File: src/rtl/bgr_pkg.sv
// Shared types and helpers for the bandgap startup/trim sequencer.
// Contents: FSM state enum, mid-scale trim helper, watchdog filter length.
// Imported by bgr_sar_ch and bgr_trim_sequencer.
package bgr_pkg;

    typedef enum logic [2:0] {
        ST_IDLE,
        ST_STARTUP,
        ST_WAIT_OK,
        ST_SETTLE,
        ST_DECIDE,
        ST_DONE,
        ST_FAULT
    } bgr_state_e;

    // Consecutive low vbg_ok cycles in DONE before a restart is forced.
    localparam int WDT_FILTER = 4;

    // Mid-scale ladder tap: only the MSB of the trim code set.
    function automatic int unsigned trim_mid(input int unsigned trim_w);
        return 32'd1 << (trim_w - 1);
    endfunction

endpackage

File: src/rtl/bgr_trim_sequencer_if.sv
// Handshake/bus bundle between the power-management side and the trim sequencer.
// Ports: start/abort/vbg_ok/cmp_hi towards the sequencer; porst/trim_code/busy/done/fault back.
// master = controller/environment side, slave = sequencer side.
interface bgr_trim_sequencer_if #(
    parameter int N_CH   = 1,
    parameter int TRIM_W = 5
);
    logic                     start;
    logic                     abort;
    logic [N_CH-1:0]          vbg_ok;
    logic [N_CH-1:0]          cmp_hi;
    logic [N_CH-1:0]          porst;
    logic [N_CH*TRIM_W-1:0]   trim_code;
    logic                     busy;
    logic                     done;
    logic                     fault;

    modport master (
        output start, abort, vbg_ok, cmp_hi,
        input  porst, trim_code, busy, done, fault
    );

    modport slave (
        input  start, abort, vbg_ok, cmp_hi,
        output porst, trim_code, busy, done, fault
    );
endinterface

File: src/rtl/bgr_sar_ch.sv
// One channel's SAR trim-code register.
// Ports: clk, rst_n; strobes clr/load_mid/set_bit/decide; bit_idx = bit under test; cmp_hi; code out.
// Priority load_mid > clr > decide/set_bit; code resets to mid-scale.
module bgr_sar_ch
    import bgr_pkg::*;
#(
    parameter int TRIM_W = 5,
    parameter int BIT_W  = 3
) (
    input  logic              clk,
    input  logic              rst_n,
    input  logic              clr,
    input  logic              load_mid,
    input  logic              set_bit,
    input  logic              decide,
    input  logic [BIT_W-1:0]  bit_idx,
    input  logic              cmp_hi,
    output logic [TRIM_W-1:0] code
);
    localparam logic [TRIM_W-1:0] MID = TRIM_W'(trim_mid(TRIM_W));

    logic [TRIM_W-1:0] cur_mask;
    logic [TRIM_W-1:0] low_mask;
    logic [TRIM_W-1:0] code_nxt;

    // In a decide cycle set_bit refers to the next lower bit, so a single
    // bit_idx serves both the bit being resolved and the one being tried.
    always_comb begin
        cur_mask = TRIM_W'(1) << bit_idx;
        low_mask = cur_mask >> 1;
        code_nxt = code;
        if (decide && cmp_hi) begin
            code_nxt = code_nxt & ~cur_mask;
        end
        if (set_bit) begin
            code_nxt = code_nxt | (decide ? low_mask : cur_mask);
        end
    end

    always_ff @(posedge clk or negedge rst_n) begin
        if (!rst_n) begin
            code <= MID;
        end else if (load_mid) begin
            code <= MID;
        end else if (clr) begin
            code <= '0;
        end else begin
            code <= code_nxt;
        end
    end
endmodule

File: src/rtl/bgr_trim_sequencer.sv
// Startup-and-trim controller for N_CH bandgap cores: porst pulse, vbg_ok check, per-channel SAR trim.
// Ports: clk, rst_n, bus (slave): start/abort/vbg_ok/cmp_hi in; porst/trim_code/busy/done/fault out.
// Optional BGR_RESTART_WDT_EN: in DONE, 4 consecutive cycles of any vbg_ok low restart the sequence.
module bgr_trim_sequencer
    import bgr_pkg::*;
#(
    parameter int N_CH        = 1,
    parameter int TRIM_W      = 5,
    parameter int STARTUP_CYC = 16,
    parameter int SETTLE_CYC  = 64,
    parameter int MAX_RETRY   = 3
) (
    input  logic                  clk,
    input  logic                  rst_n,
    bgr_trim_sequencer_if.slave   bus
);
    localparam int MAX_CYC = (STARTUP_CYC > SETTLE_CYC) ? STARTUP_CYC : SETTLE_CYC;
    localparam int CNT_W   = $clog2(MAX_CYC + 1);
    localparam int RET_W   = $clog2(MAX_RETRY + 1);
    localparam int BIT_W   = (TRIM_W > 1) ? $clog2(TRIM_W) : 1;
    localparam logic [BIT_W-1:0] TOP_BIT = BIT_W'(TRIM_W - 1);

    bgr_state_e         state;
    logic [CNT_W-1:0]   cnt;
    logic [RET_W-1:0]   retry;
    logic [BIT_W-1:0]   bit_q;
    logic               porst_q;
    logic               busy_q;
    logic               done_q;
    logic               fault_q;

    logic all_ok;
    logic go;
    logic ok_now;
    logic wait_to;
    logic fault_now;
    logic sar_clr;
    logic sar_mid;
    logic sar_set;
    logic sar_dec;
    logic wdt_trip;

`ifdef BGR_RESTART_WDT_EN
    logic [$clog2(WDT_FILTER)-1:0] wdt_cnt;
`endif

    always_comb begin
        all_ok    = &bus.vbg_ok;
        go        = bus.start && (state == ST_IDLE || state == ST_DONE || state == ST_FAULT);
        ok_now    = (state == ST_WAIT_OK) && all_ok;
        wait_to   = (state == ST_WAIT_OK) && !all_ok && (cnt == CNT_W'(SETTLE_CYC - 1));
        fault_now = wait_to && (retry == RET_W'(MAX_RETRY - 1));
`ifdef BGR_RESTART_WDT_EN
        wdt_trip  = (state == ST_DONE) && !all_ok && (wdt_cnt == $bits(wdt_cnt)'(WDT_FILTER - 1));
`else
        wdt_trip  = 1'b0;
`endif
        // Code-register strobes fire on the same edge as the matching FSM transition.
        sar_clr = !bus.abort && go;
        sar_mid = bus.abort || fault_now;
        sar_set = !bus.abort && (ok_now || ((state == ST_DECIDE) && (bit_q != '0)));
        sar_dec = !bus.abort && (state == ST_DECIDE);
    end

    always_ff @(posedge clk or negedge rst_n) begin
        if (!rst_n) begin
            state   <= ST_IDLE;
            cnt     <= '0;
            retry   <= '0;
            bit_q   <= TOP_BIT;
            porst_q <= 1'b0;
            busy_q  <= 1'b0;
            done_q  <= 1'b0;
            fault_q <= 1'b0;
        end else if (bus.abort) begin
            state   <= ST_IDLE;
            cnt     <= '0;
            retry   <= '0;
            bit_q   <= TOP_BIT;
            porst_q <= 1'b0;
            busy_q  <= 1'b0;
            done_q  <= 1'b0;
            fault_q <= 1'b0;
        end else begin
            case (state)
                ST_IDLE, ST_DONE, ST_FAULT: begin
                    // Watchdog restart keeps the codes; only start clears them (via sar_clr).
                    if (go || wdt_trip) begin
                        state   <= ST_STARTUP;
                        cnt     <= '0;
                        retry   <= '0;
                        bit_q   <= TOP_BIT;
                        porst_q <= 1'b1;
                        busy_q  <= 1'b1;
                        done_q  <= 1'b0;
                        fault_q <= 1'b0;
                    end
                end
                ST_STARTUP: begin
                    if (cnt == CNT_W'(STARTUP_CYC - 1)) begin
                        state   <= ST_WAIT_OK;
                        cnt     <= '0;
                        porst_q <= 1'b0;
                    end else begin
                        cnt <= cnt + CNT_W'(1);
                    end
                end
                ST_WAIT_OK: begin
                    if (all_ok) begin
                        state <= ST_SETTLE;
                        cnt   <= '0;
                    end else if (wait_to) begin
                        cnt   <= '0;
                        retry <= retry + RET_W'(1);
                        if (fault_now) begin
                            state   <= ST_FAULT;
                            busy_q  <= 1'b0;
                            fault_q <= 1'b1;
                        end else begin
                            state   <= ST_STARTUP;
                            porst_q <= 1'b1;
                        end
                    end else begin
                        cnt <= cnt + CNT_W'(1);
                    end
                end
                ST_SETTLE: begin
                    if (cnt == CNT_W'(SETTLE_CYC - 1)) begin
                        state <= ST_DECIDE;
                        cnt   <= '0;
                    end else begin
                        cnt <= cnt + CNT_W'(1);
                    end
                end
                ST_DECIDE: begin
                    if (bit_q != '0) begin
                        bit_q <= bit_q - BIT_W'(1);
                        state <= ST_SETTLE;
                    end else begin
                        state  <= ST_DONE;
                        busy_q <= 1'b0;
                        done_q <= 1'b1;
                    end
                end
                default: state <= ST_IDLE;
            endcase
        end
    end

`ifdef BGR_RESTART_WDT_EN
    always_ff @(posedge clk or negedge rst_n) begin
        if (!rst_n) begin
            wdt_cnt <= '0;
        end else if (bus.abort || state != ST_DONE || all_ok || wdt_trip) begin
            wdt_cnt <= '0;
        end else begin
            wdt_cnt <= wdt_cnt + 1'b1;
        end
    end
`endif

    logic [N_CH*TRIM_W-1:0] code_all;

    for (genvar c = 0; c < N_CH; c++) begin : g_ch
        bgr_sar_ch #(
            .TRIM_W (TRIM_W),
            .BIT_W  (BIT_W)
        ) u_ch (
            .clk      (clk),
            .rst_n    (rst_n),
            .clr      (sar_clr),
            .load_mid (sar_mid),
            .set_bit  (sar_set),
            .decide   (sar_dec),
            .bit_idx  (bit_q),
            .cmp_hi   (bus.cmp_hi[c]),
            .code     (code_all[c*TRIM_W +: TRIM_W])
        );
    end

    assign bus.porst     = {N_CH{porst_q}};
    assign bus.trim_code = code_all;
    assign bus.busy      = busy_q;
    assign bus.done      = done_q;
    assign bus.fault     = fault_q;
endmodule

File: src/flat_wrapper.sv
// flat-port wrapper written by rule: the top's interface ports become plain ports
module bgr_trim_sequencer_flat import bgr_pkg::*;
#(
    parameter int N_CH        = 1,
    parameter int TRIM_W      = 5,
    parameter int STARTUP_CYC = 16,
    parameter int SETTLE_CYC  = 64,
    parameter int MAX_RETRY   = 3
)
  (clk, rst_n, bus_start, bus_abort, bus_vbg_ok, bus_cmp_hi, bus_porst, bus_trim_code, bus_busy, bus_done, bus_fault);
  bgr_trim_sequencer_if #(.N_CH(N_CH), .TRIM_W(TRIM_W)) bus_i ();
  input  logic clk;
  input  logic rst_n;
  input wire logic [$bits(bus_i.start)-1:0] bus_start;
  input wire logic [$bits(bus_i.abort)-1:0] bus_abort;
  input wire logic [$bits(bus_i.vbg_ok)-1:0] bus_vbg_ok;
  input wire logic [$bits(bus_i.cmp_hi)-1:0] bus_cmp_hi;
  output wire logic [$bits(bus_i.porst)-1:0] bus_porst;
  output wire logic [$bits(bus_i.trim_code)-1:0] bus_trim_code;
  output wire logic [$bits(bus_i.busy)-1:0] bus_busy;
  output wire logic [$bits(bus_i.done)-1:0] bus_done;
  output wire logic [$bits(bus_i.fault)-1:0] bus_fault;
  assign bus_i.start = bus_start;
  assign bus_i.abort = bus_abort;
  assign bus_i.vbg_ok = bus_vbg_ok;
  assign bus_i.cmp_hi = bus_cmp_hi;
  assign bus_porst = bus_i.porst;
  assign bus_trim_code = bus_i.trim_code;
  assign bus_busy = bus_i.busy;
  assign bus_done = bus_i.done;
  assign bus_fault = bus_i.fault;
  bgr_trim_sequencer #(.N_CH(N_CH), .TRIM_W(TRIM_W), .STARTUP_CYC(STARTUP_CYC), .SETTLE_CYC(SETTLE_CYC), .MAX_RETRY(MAX_RETRY)) u_core (.clk(clk), .rst_n(rst_n), .bus(bus_i));
endmodule
File: config.mk
export PLATFORM = sky130hd
export DESIGN_NAME = bgr_trim_sequencer_flat
export DESIGN_NICKNAME = d
export VERILOG_FILES = /design/src/rtl/bgr_pkg.sv /design/src/rtl/bgr_trim_sequencer_if.sv /design/src/rtl/bgr_sar_ch.sv /design/src/rtl/bgr_trim_sequencer.sv /design/src/flat_wrapper.sv
export SDC_FILE = /design/constraint.sdc
export NUM_CORES = 1
export LEC_CHECK = 0
export ABC_AREA = 0
export CORE_MARGIN = 8
export CORE_UTILIZATION = 61
export CTS_CLUSTER_SIZE = 40
export DETAILED_ROUTE_END_ITERATION = 16
export PLACE_DENSITY = 0.95
export SYNTH_ARGS = -nofsm -noshare
export SYNTH_HDL_FRONTEND = slang
export SYNTH_HIERARCHICAL = 1
export SYNTH_SLANG_ARGS = --single-unit
File: constraint.sdc
create_clock -name clk -period 4.4 [get_ports clk]
set_input_delay 0.44 -clock clk [delete_from_list [all_inputs] [get_ports clk]]
set_output_delay 0.44 -clock clk [all_outputs]
set_load 0.03 [all_outputs]
# == Yosys cells after proc, flatten, opt, wreduce, memory -nomap -nowiden ==
# Cells that the tools add are included.
# totals
ff_bits,24
in_bits,6
output_inout_bits,9
word_cells,119
# classes
add_sub_neg,3
eq_ne,19
shifts,1
n_mux,52
n_bitwise,3
n_reduce_logical,32
# ops
cell,count
2-to-1 mux 7 bit,6
2-to-1 mux 3 bit,11
one-hot mux 7 bit (4 select lines),1
2-to-1 mux 5 bit,5
2-to-1 mux 1 bit,18
"inequality test 3 x 2 -> 1 bit, second input constant",5
one-hot mux 3 bit (5 select lines),1
"inequality test 3 bit, second input constant",4
AND reduction 6 bit,2
logical AND 1 bit,10
"== test 3 bit, second input constant",3
nonzero test 3 bit,3
2-to-1 mux 2 bit,4
AND reduction 4 bit,2
nonzero test 4 bit,2
"adder 7 x 1 -> 7 bit, second input constant",1
"== test 7 x 4 -> 1 bit, second input constant",1
"== test 7 x 6 -> 1 bit, second input constant",1
"== test 3 x 2 -> 1 bit, second input constant",2
one-hot mux 1 bit (3 select lines),2
one-hot mux 3 bit (2 select lines),1
AND reduction 3 bit,2
AND 5 bit,1
inverter 5 bit,1
16 further kinds,21

# == Depth between registers and ports, before layout ==
# logic_depth
word_depth,9
depth_mapped,8
depth_no_buf,8

# == Hierarchy ==
# Netlist, hierarchy kept.
# by_module_without_submodules
module,instances,cells_per_inst,area_per_inst_um2,seq_area_each_um2
bgr_trim_sequencer,1,145,1331.3,476.7
bgr_sar_ch,1,35,336.6,126.4

# == Least setup slack after synthesis ==
# OpenSTA, ideal clock, no wires.
# synth_path
path_type,register -> register
start,register u_core.cnt[0]
end,register u_core.g_ch[0].u_ch.code[0]
setup_ps,122
arrival_ps,2082
t_required_ps,4278
slack_ps,2196
path_stages_with_launch,9
path_buffers,0
period_less_slack_ps,2204
cell_sequence,dfrtp_1 ha_1 nand2_2 or4_4 nor4_4 or2_2 nor2_1 and3_1 a32o_1
# synth_between
elab_chain_len,5
# synth_rtl
item,line_no,source
start: declaration,bgr_trim_sequencer.sv:24,logic [CNT_W-1:0] cnt;
start signal: assignment,bgr_trim_sequencer.sv:105,cnt <= cnt + CNT_W'(1);
start signal: assignment,bgr_trim_sequencer.sv:124,cnt <= cnt + CNT_W'(1);
start signal: assignment,bgr_trim_sequencer.sv:132,cnt <= cnt + CNT_W'(1);
== test 7 x 6 -> 1 bit,bgr_trim_sequencer.sv:51,wait_to = (state == ST_WAIT_OK) && !all_ok && (cnt == CNT_W'(SETTLE_CYC - 1));
logical AND 1 bit,bgr_trim_sequencer.sv:51,
logical AND 1 bit,bgr_trim_sequencer.sv:52,fault_now = wait_to && (retry == RET_W'(MAX_RETRY - 1));
logical OR 1 bit,bgr_trim_sequencer.sv:60,sar_mid = bus.abort || fault_now;
named net u_core.sar_mid,bgr_trim_sequencer.sv:38,logic sar_mid;
2-to-1 mux 5 bit,bgr_sar_ch.sv:43,end else if (load_mid) begin
end signal: assignment,bgr_sar_ch.sv:48,code <= code_nxt;
end: declaration,bgr_sar_ch.sv:18,output logic [TRIM_W-1:0] code
# The timed path passes the listed nets, and every way through them passes these cells.
# A chain may end at the register's enable or synchronous reset.

# == Worst setup path in the final report ==
# layout_path
start,register u_core.state[2]
end,register u_core.g_ch[0].u_ch.code[4]
# layout_between
elab_chain_len,8
word_cells_on_any_way,25
cone_classes,eq/ne (4); mux (5); bitwise (1); reduce/logical (15)
# layout_rtl
item,line_no,source
start: declaration,bgr_trim_sequencer.sv:23,bgr_state_e state;
start signal: assignment,bgr_trim_sequencer.sv:67,state <= ST_IDLE;
start signal: assignment,bgr_trim_sequencer.sv:76,state <= ST_IDLE;
start signal: assignment,bgr_trim_sequencer.sv:89,state <= ST_STARTUP;
== test 3 bit (*),bgr_trim_sequencer.sv:62,sar_dec = !bus.abort && (state == ST_DECIDE);
logical AND 1 bit (*),bgr_trim_sequencer.sv:62,
named net u_core.sar_dec,bgr_trim_sequencer.sv:40,logic sar_dec;
logical AND 1 bit,bgr_sar_ch.sv:32,if (decide && cmp_hi) begin
2-to-1 mux 5 bit,bgr_sar_ch.sv:32,
bitwise OR 5 bit,bgr_sar_ch.sv:36,code_nxt = code_nxt | (decide ? low_mask : cur_mask);
2-to-1 mux 5 bit (*),bgr_sar_ch.sv:35,if (set_bit) begin
2-to-1 mux 5 bit (*),bgr_sar_ch.sv:45,end else if (clr) begin
2-to-1 mux 5 bit (*),bgr_sar_ch.sv:43,
# Mark *: on every way through the listed nets, which the timed path passes. The rest lies on a longest branch.

==> flow_metrics.py <==
metrics = {
    "outcome": {
        "status": "finished, final reports clean",
    },
    "critical_path": {
        "setup.worst_path.start": "u_core/state[2]$_DFFE_PN0P_",
        "path_max_fanout": 19,
        "setup.worst_path.start_class": "flop",
        "reg2reg_setup_slack_ns": 1.59,
        "cp.required_ns": 4.67,
        "worst_setup_path_end_kind": "flop",
        "r2r_end": "u_core/g_ch[0].u_ch/code[4]$_DFF_PN1_",
        "worst-endpoint-arrival_ns": 3.07,
        "endpoint": "u_core/g_ch[0].u_ch/code[4]$_DFF_PN1_",
        "rr_worst_depth": 5,
        "r2r_start": "u_core/state[2]$_DFFE_PN0P_",
        "worst_setup_path_category": "reg2reg",
    },
    "floorplan": {
        "rows": 19,
        "initial_utilization_pct": 62.1,
        "core_region_area_um2": 2690,
        "die_boundary_height_um": 68.3,
        "pin_count": 15,
        "die_area_um2": 4660,
        "die_width_um": 68.3,
    },
    "finish": {
        "layout-drive-gt1-share_pct": 12.1,
        "antenna_cells": 0,
        "final_cell_mix": "sky130_fd_sc_hd__dfrtp_1 (22), sky130_fd_sc_hd__clkdlybuf4s50_1 (14), sky130_fd_sc_hd__nand2_1 (14)",
        "layout.cells.non_filler": 221,
        "final_common_cell": "sky130_fd_sc_hd__dfrtp_1",
        "areaGrowthSynthToFinish_pct": 10.4,
        "finalInstanceArea_um2": 1840,
        "final_layout_net_count": 201,
    },
    "global_routing": {
        "global_route_wire_length_before_repair_um": 6240,
        "globalRoute.totalOverflow": 0,
        "first_global_vias": 1388,
        "globalRouteMet3Util_pct": 2.45,
        "grt_max_degree": 25,
        "track_usage_pct": 16.9,
        "grt_antenna_before_repair": 0,
        "use_met1_pct": 20.0,
        "top_usage_layer": "met2",
        "grt_use_met2_pct": 30.2,
    },
    "route": {
        "wl_per_cell_um": 16.4,
        "remaining_antenna_violation_count": 0,
        "drc": 0,
        "route.final.wire_length_um": 3630,
        "vias_per_cell": 6.47,
        "detail_route.iter0.violations": 124,
        "dr_total_vias": 1429,
        "drt_pass1_iterations": 4,
    },
    "sta": {
        "final_period_minus_worst_setup_slack_ns": 2.81,
        "relative_max_transition_margin_pct": 27.1,
        "drv_slew": 0,
        "final.setup.tns_ns": 0,
        "worst_pin_slew_ns": 1.09,
        "timing.final.hold_violations": 0,
        "fin_worst_skew_ns": 0.00816,
        "highest_clock_rate_mhz": 356,
        "setup_viol": 0,
        "setup_repair_after_global_routing_missed_its_margin": "false",
        "layout_worst_path_cycle_share_pct": 63.8,
    },
    "cts": {
        "cts_buffers": 3,
        "postCtsSetupRepairBufs": 0,
        "clock-root-buffer": "sky130_fd_sc_hd__clkbuf_4",
        "cts_num_sinks": 24,
        "clock_slew_at_reported_path_ffs_ns": 0.14,
        "clk_latency_ns": 0.32,
        "cts_tree": "yes",
        "clock_tree.buffer_depth": 2,
        "cts-resized-gates": 0,
        "cts_htree_levels": 1,
        "cts_hold_buf": 0,
    },
    "logic_synthesis": {
        "yosys.area_share.xor_xnor_pct": 0.525,
        "dominant_combinational_cell_family_by_area_after_synthesis": "simple AND/OR/NAND/NOR gates",
        "synth_warnings": 6,
        "synth_enable_flop_cells": 0,
        "synth.distinct_cells": 64,
        "netlist_area_um2": 1670,
        "syn-instance-count": 180,
        "synth_top_cells_by_area": "sky130_fd_sc_hd__dfrtp_1 (33%), sky130_fd_sc_hd__dfstp_2 (3.2%), sky130_fd_sc_hd__nand2_1 (3.2%)",
        "synth_area_leader_cell": "sky130_fd_sc_hd__dfrtp_1",
        "post_synth.cell_area_avg_um2": 9.27,
        "complex_gate_fraction_of_the_synthesized_area_pct": 23.6,
        "share_of_the_synthesized_area_in_the_top_cell_type_pct": 33.0,
        "syn-num-nets": 190,
        "synth_simple_gate_area_share_pct": 27.5,
        "async_reset_ff_share_pct": 100,
        "synthFlopType": "sky130_fd_sc_hd__dfrtp_1",
        "yosys-mux-area-fraction_pct": 2.85,
        "postSynthRegisterBits": 24,
        "register_area_share_after_synthesis_pct": 36.2,
        "synth_adder_area_share_pct": 3.00,
    },
    "placement": {
        "globalplace.congestion": 0.957,
        "dp_cells": 217,
        "detailedPlacementHpwl_um": 2680,
        "port_buffers": 14,
        "place_area_um2": 1790,
    },
    "power_and_ir_drop": {
        "power.ir.vdd_worst_v": 0.000326,
        "cell_pwr_density_nw_per_um2": 439,
        "leakagePower_nw": 0.747,
    },
    "worst_hold_path": {
        "class_of_the_tightest_hold_or_removal_check": "reg2reg",
    },
    "run": {
        "max-cap-violations": 0,
    },
}
## state kept, by name (all words and copies together), names as in the netlist
name / cells
u_core/bus.done: 1
u_core/bus.porst: 1
u_core/cnt: 7
u_core/bus.busy: 1
u_core/bit_q: 3
u_core/retry: 2
u_core/state: 3
u_core/g_ch.u_ch/code: 5
u_core/bus.fault: 1
## Yosys cell counts (all sizes together), types with 2 or more instances
library cell	n
nor3	8
nor2b	3
dfrtp	22
inv	13
nor2	13
o21ai	12
dfstp	2
nand2b	7
a32o	3
o21a	2
o31ai	3
nor4b	2
nand2	15
ha	4
a221o	2
a31oi	5
a21oi	6
mux2	3
nand3	5
clkbuf	4
nor4	4
nand3b	3
o311a	2
and3	5
o22ai	3
buf	4
## layout make-up
class                      count  area [µm²]
clock buffer                   3        22.5
clock inverter                 1        30.0
fill                         213         846
inverter                      13        48.8
multi-input combinational    135         957
sequential                    24         603
tap                           31        38.8
timing repair buffer          14         140
## kinds of logic after synthesis
kind of cell               count (synthesis)
and+or+nand+nor                           76
AOI/OAI and AO/OA                         50
DFF                                       24
buffers and inverters                     21
muxes                                      4
adders and majority gates                  4
xor gates and xnor gates                   1
## worst min-delay path by stage
| stage | startpoint | endpoint | slack (ns) | depth (start not counted) |
|---|---|---|---|---|
| 2_1_floorplan | rst_n | u_core/bit_q[0]$_DFFE_PN0P_ | 0.14 | 0 |
| 3_3_place_gp | u_core/bus.fault$_DFFE_PN0P_ | u_core/bus.fault$_DFFE_PN0P_ | 0.47 | 1 |
| 3_5_place_dp | u_core/bus.done$_DFFE_PN0P_ | u_core/bus.done$_DFFE_PN0P_ | 0.48 | 1 |
| 4_1_cts | u_core/bus.fault$_DFFE_PN0P_ | u_core/bus.fault$_DFFE_PN0P_ | 0.51 | 1 |
| 5_1_grt | u_core/bus.done$_DFFE_PN0P_ | u_core/bus.done$_DFFE_PN0P_ | 0.53 | 1 |
| 6_report | u_core/bus.done$_DFFE_PN0P_ | u_core/bus.done$_DFFE_PN0P_ | 0.51 | 1 |
## stage by stage
step                hold WS [ns]  utilization (%)  power, mW  worst slack (ns)
floorplan                  0.144                -      0.570              2.20
global placement           0.473             66.6      0.631              1.61
detailed placement         0.483             66.6      0.648              1.40
CTS                        0.515             68.5      0.811              1.66
global route               0.532             68.5      0.865              1.44
finish                     0.507             68.5      0.809              1.59
## where the power goes
part / switching, mW / internal (mW) / total (mW)
clock network: 0.0695 / 0.0921 / 0.162
registers: 0.0682 / 0.262 / 0.330
logic: 0.181 / 0.136 / 0.316
total: 0.318 / 0.490 / 0.809
## metal layers
layer	share of wire (%)	vias up
met5	0	-
met4	1.4	0
met3	5.1	6
met2	51	42
met1	43	692
li1	-	689
## critical path, cell delays in order, from the launching register on
cell and delay [ns]:
sky130_fd_sc_hd__dfrtp_1 0.78, sky130_fd_sc_hd__nand2_1 0.27, sky130_fd_sc_hd__nor3_1 0.88, sky130_fd_sc_hd__and3b_2 0.39, sky130_fd_sc_hd__nand3b_1 0.09, sky130_fd_sc_hd__a311o_1 0.35
(Power assumes the default switching activity.)
